--- src/rtl/rv32i_mmio_timer.sv ---
`default_nettype none
// ============================================================================
//  Module      : rv32i_mmio_timer
//  Description : Memory-mapped prescaled timer on the RV32I data port.
//                Registers: CTRL(0x0), COUNT(0x4), CMP(0x8), STATUS(0xC).
//                Periodic / one-shot compare match with sticky W1C status.
//                Optional macro TIMER_IRQ_EN implements CTRL.IE and drives
//                irq = MATCH & IE; when undefined irq is tied low.
//  Revision    : 1.0 - initial release
// ============================================================================
module rv32i_mmio_timer #(
    parameter logic [31:0] BASE_ADDR  = 32'hFFFF_0100,
    parameter int          PRESCALE_W = 8
) (
    input  logic        clk,
    input  logic        reset,
    input  logic        memwrite,
    input  logic [31:0] memaddr,
    input  logic [31:0] memwdata,
    output logic        sel,
    output logic [31:0] rdata,
    output logic        irq
);

    typedef enum logic [1:0] {
        ST_IDLE = 2'd0,
        ST_RUN  = 2'd1,
        ST_DONE = 2'd2
    } state_t;

    localparam logic [1:0] c_off_ctrl  = 2'd0;
    localparam logic [1:0] c_off_count = 2'd1;
    localparam logic [1:0] c_off_cmp   = 2'd2;
    localparam logic [1:0] c_off_stat  = 2'd3;

    state_t                r_state;
    state_t                w_state_nxt;
    logic                  r_en;
    logic                  r_mode;
    logic [PRESCALE_W-1:0] r_pre;
    logic [PRESCALE_W-1:0] r_pre_cnt;
    logic [31:0]           r_count;
    logic [31:0]           r_cmp;
    logic                  r_match;
    logic                  r_ie;

    logic w_valid;
    logic w_wr;
    logic w_wr_ctrl;
    logic w_wr_count;
    logic w_wr_cmp;
    logic w_wr_stat;
    logic w_tick;
    logic w_hit;
    logic w_oneshot_done;

    // Address decode: only word-aligned offsets inside the 16-byte window respond
    assign sel        = (memaddr[31:4] == BASE_ADDR[31:4]);
    assign w_valid    = sel && (memaddr[1:0] == 2'b00);
    assign w_wr       = memwrite && w_valid;
    assign w_wr_ctrl  = w_wr && (memaddr[3:2] == c_off_ctrl);
    assign w_wr_count = w_wr && (memaddr[3:2] == c_off_count);
    assign w_wr_cmp   = w_wr && (memaddr[3:2] == c_off_cmp);
    assign w_wr_stat  = w_wr && (memaddr[3:2] == c_off_stat);

    // A tick is the prescaler wrapping while running; a hit is a tick on COUNT==CMP
    assign w_tick         = (r_state == ST_RUN) && (r_pre_cnt == r_pre);
    assign w_hit          = w_tick && (r_count == r_cmp);
    assign w_oneshot_done = w_hit && r_mode;

    // State register
    always_ff @(posedge clk) begin
        if (reset) begin
            r_state <= ST_IDLE;
        end else begin
            r_state <= w_state_nxt;
        end
    end

    // Next state: a software CTRL write always overrides the hardware one-shot stop
    always_comb begin
        w_state_nxt = r_state;
        if (w_wr_ctrl) begin
            w_state_nxt = memwdata[0] ? ST_RUN : ST_IDLE;
        end else begin
            case (r_state)
                ST_IDLE: if (r_en) w_state_nxt = ST_RUN;
                ST_RUN:  if (w_oneshot_done) w_state_nxt = ST_DONE;
                ST_DONE: w_state_nxt = ST_DONE;
                default: w_state_nxt = ST_IDLE;
            endcase
        end
    end

    // Control, prescaler, counter, compare and sticky match registers
    always_ff @(posedge clk) begin
        if (reset) begin
            r_en      <= 1'b0;
            r_mode    <= 1'b0;
            r_pre     <= '0;
            r_pre_cnt <= '0;
            r_count   <= 32'd0;
            r_cmp     <= 32'hFFFF_FFFF;
            r_match   <= 1'b0;
        end else begin
            if (w_wr_ctrl) begin
                r_en   <= memwdata[0];
                r_mode <= memwdata[1];
                r_pre  <= memwdata[8 +: PRESCALE_W];
            end else if (w_oneshot_done) begin
                r_en <= 1'b0;
            end

            // Prescaler only advances while running now and in the next cycle
            if ((r_state != ST_RUN) || (w_state_nxt != ST_RUN) || w_tick) begin
                r_pre_cnt <= '0;
            end else begin
                r_pre_cnt <= r_pre_cnt + 1'b1;
            end

            // Software write beats the tick; a one-shot hit leaves COUNT at CMP
            if (w_wr_count) begin
                r_count <= memwdata;
            end else if (w_tick) begin
                if (w_hit) begin
                    if (!r_mode) begin
                        r_count <= 32'd0;
                    end
                end else begin
                    r_count <= r_count + 32'd1;
                end
            end

            if (w_wr_cmp) begin
                r_cmp <= memwdata;
            end

            // Set has priority over write-1-to-clear
            if (w_hit) begin
                r_match <= 1'b1;
            end else if (w_wr_stat && memwdata[0]) begin
                r_match <= 1'b0;
            end
        end
    end

`ifdef TIMER_IRQ_EN
    // Interrupt enable bit lives in CTRL[2]
    always_ff @(posedge clk) begin
        if (reset) begin
            r_ie <= 1'b0;
        end else if (w_wr_ctrl) begin
            r_ie <= memwdata[2];
        end
    end

    assign irq = r_match && r_ie;
`else
    assign r_ie = 1'b0;
    assign irq  = 1'b0;
`endif

    // Combinational read mux, zero outside the window or on unused offsets
    always_comb begin
        rdata = 32'd0;
        if (w_valid) begin
            case (memaddr[3:2])
                c_off_ctrl: begin
                    rdata[0]              = r_en;
                    rdata[1]              = r_mode;
                    rdata[2]              = r_ie;
                    rdata[8 +: PRESCALE_W] = r_pre;
                end
                c_off_count: rdata = r_count;
                c_off_cmp:   rdata = r_cmp;
                c_off_stat: begin
                    rdata[0] = r_match;
                    rdata[1] = (r_state == ST_RUN);
                end
                default:     rdata = 32'd0;
            endcase
        end
    end

endmodule
`default_nettype wire

--- config.mk ---
export PLATFORM = sky130hd
export DESIGN_NAME = rv32i_mmio_timer
export DESIGN_NICKNAME = d
export VERILOG_FILES = /design/src/rtl/rv32i_mmio_timer.sv
export SDC_FILE = /design/constraint.sdc
export NUM_CORES = 1
export LEC_CHECK = 0
export CAP_MARGIN = 20
export CORE_ASPECT_RATIO = 1.5
export CORE_MARGIN = 10
export CORE_UTILIZATION = 53
export CTS_BUF_LIST = sky130_fd_sc_hd__clkbuf_16
export DETAILED_ROUTE_END_ITERATION = 8
export GPL_ROUTABILITY_DRIVEN = 0
export PLACE_DENSITY = 0.81
export REMOVE_ABC_BUFFERS = 1
export SLEW_MARGIN = 0
export SYNTH_ARGS = -nofsm -noshare
export SYNTH_HDL_FRONTEND = slang
export SYNTH_SLANG_ARGS = --single-unit
--- constraint.sdc ---
create_clock -name clk -period 3.35 [get_ports clk]
set_input_delay 0.5025 -clock clk [delete_from_list [all_inputs] [get_ports clk]]
set_output_delay 0.5025 -clock clk [all_outputs]
set_load 0.02 [all_outputs]
==> results.py <==
metrics = {
    "die": {
        "die_w_um": 101,
        "rows": 44,
        "ios": 101,
        "start_util_pct": 53.7,
        "die_height_um": 141,
        "die-area_um2": 14200,
        "core-area_um2": 9630,
    },
    "global_route": {
        "grt_pass1_vias": 5706,
        "grt_pass1_wl_um": 28400,
        "grt_usage_pct": 24.4,
        "grt_max_degree": 44,
        "antenna_found_initial": 0,
        "grt_overflow_total": 0,
    },
    "run_status": {
        "status": "complete, no violations",
    },
    "critical_path": {
        "rrSetupSlack_ns": 0.48,
        "path_class": "primary input to output port",
        "critPathMaxFanout": 22,
        "critical_path_arrival_ns": 2.58,
        "start_kind": "primary input",
        "endpoint_kind": "output port",
        "crit_required_ns": 2.85,
    },
    "yosys": {
        "synth-seq-cells": 85,
        "synth_cell_types": 52,
        "synth_cells": 709,
        "ys_seq_area_share_pct": 32.9,
        "synth-edff-count": 0,
        "synthArstFlopShare_pct": 0,
        "yosys_warnings": 0,
        "ys.flop_type": "dfxtp_1",
        "avgSynthCellArea_um2": 7.30,
        "synth_area_um2": 5170,
    },
    "final_layout": {
        "final_nets": 858,
        "multi_input_area_um2": 3200,
        "syn_to_final_growth_pct": 26.6,
        "layout-drive-gt1-share_pct": 6.22,
        "final_cell_mix": "nand2_1 (115), dfxtp_1 (85), nor2_1 (76)",
        "register_area_um2": 1700,
        "final_common_cell": "nand2_1",
        "diodes": 0,
        "fillers": 832,
    },
    "cts": {
        "cts_tree": "yes",
        "clock_sinks": 85,
        "cts-root-buf": "clkbuf_16",
        "clk_pin_slew_ns": 0.06,
        "htree_levels": 3,
        "post-cts-setup-buffer-count": 0,
        "ctsResizeCount": 26,
        "ctsHoldBuffers": 0,
        "numCtsBuffers": 9,
        "clock_latency_ns": 0.35,
        "max-clock-path-buffers": 2,
    },
    "routing": {
        "via_count": 5765,
        "wirelength_um": 17700,
        "route.detailed.drc": 0,
        "avgViaCountPerCell": 6.38,
        "drtAntennaViolNets": 0,
        "wl_per_cell_um": 19.6,
        "drt-initial-drc-count": 616,
        "dr.pass1.iters": 8,
    },
    "placement": {
        "place_hpwl_um": 12800,
        "port_buffers": 99,
        "dp_slack_ns": -0.134,
    },
    "power_and_ir_drop": {
        "p_leak_nw": 2.64,
        "switching_share_pct": 24.5,
        "power_mw": 2.15,
        "power_frac_comb_pct": 9.1,
        "p_switching_mw": 0.526,
        "p_seq_share_pct": 48.5,
        "intPower_mw": 1.62,
        "ir_drop_mv": 0.281,
        "clockPowerShare_pct": 42.4,
        "power_density_nw_per_um2": 327,
    },
    "min_path": {
        "hp-class": "flip-flop to flip-flop",
    },
    "sta": {
        "timing.final.crit_period_ns": 3.08,
        "rsz0062_at_grt": "no",
        "hold_viol": 0,
        "finalSetupViolCount": 0,
        "clock.fmax_ghz": 0.325,
        "slew_viol_final": 0,
        "worstMarginPinSlew_ns": 0.895,
        "fin_crit_sh_pct": 91.9,
        "max_slew_margin_pct": 39.8,
        "setup_slack_ns": 0.272,
        "skew_ns": 0.00387,
    },
    "run": {
        "drv_cap": 0,
    },
}
[final timing paths]
| kind | cells after the start | start | to |
|---|---|---|---|
| min | 2 | r_mode | r_mode |
| max reg2reg | 7 | r_pre[2] | r_count[26] |
| min reg2reg | 2 | r_mode | r_mode |
| max | 9 | memaddr[6] | rdata[3] |
[flip-flops by register name (all words and copies together) (netlist names)]
register,cells
r_count,32
r_match,1
r_state,2
r_en,1
r_cmp,32
r_pre,8
r_pre_cnt,8
r_mode,1
[Yosys cell counts (8+ instances only)]
cell type	n	share of area, %
xnor2_1	9	1.5
nand4_1	16	1.9
a211oi_1	21	3.0
and3_1	17	2.1
nand2_1	115	8.3
dfxtp_1	85	33
xor2_1	45	7.6
buf_2	10	0.97
a22oi_1	23	3.3
nor4_1	14	1.7
nor3_1	22	2.1
or3_1	12	1.5
nand3_1	56	5.4
ha_1	8	1.9
o21ai_0	8	0.77
nor2_1	76	5.5
a222oi_1	9	1.7
a21oi_1	41	4.0
clkbuf_1	48	3.5
[power groups by stage]
stage	Sequential [mW]	Combinational (mW)	Clock (mW)
5_1_grt	1.04	0.209	0.946
2_1_floorplan	1.06	0.0642	0
4_1_cts	1.04	0.193	0.903
3_3_place_gp	1.06	0.190	0
3_5_place_dp	1.06	0.192	0
6_report	1.04	0.196	0.910
[logic make-up after synthesis]
group	share of synthesized area, %
AND/OR/NAND/NOR	33.3
AO/OA/AOI/OAI	17.0
flip-flops	32.9
buffers and inverters	5.47
XOR/XNOR	9.14
adder cells (fa/ha/maj)	1.93
other	0.0725
multiplexers	0.193
[per-stage QoR]
step / hold slack, ns / instances / area [um2] / utilization, % / setup TNS, ns
6_report: 0.489 / 903 / 6550 / 68.0 / 0
5_1_grt: 0.511 / 903 / 6550 / 68.0 / 0
4_1_cts: 0.484 / 903 / 6530 / 67.8 / 0
3_5_place_dp: 0.474 / 887 / 6300 / 65.4 / -1.22
3_3_place_gp: 0.466 / 887 / 6300 / 65.4 / -0.296
2_1_floorplan: 0.444 / 646 / 4920 / - / 0
[worst max-delay path, stage by stage]
cell	delay, ns
clkdlybuf4s50_1	0.40
nor4b_1	0.30
nand4_1	0.17
nor4b_2	0.30
buf_4	0.18
nand2_1	0.09
buf_12	0.16
nor2_1	0.11
dlygate4sd2_1	0.35
[final cells by class]
cell class                 count  area share, %
inverter                       8          0.458
multi-input combinational    553           48.8
sequential                    85           26.0
clock buffer                   9           3.44
clock inverter                 7          0.535
tap                          115           2.20
timing repair buffer         126           18.6
[layer usage]
layer | global-route usage (%) | part of all wire (%) | vias to the layer above
met5 | 0 | 0 | -
met4 | 14.3 | 4.7 | 0
met3 | 4.75 | 8.2 | 61
met2 | 42.2 | 51 | 297
met1 | 26.6 | 36 | 2748
li1 | - | - | 2659
Note: power is estimated with default switching activity, not from simulation.
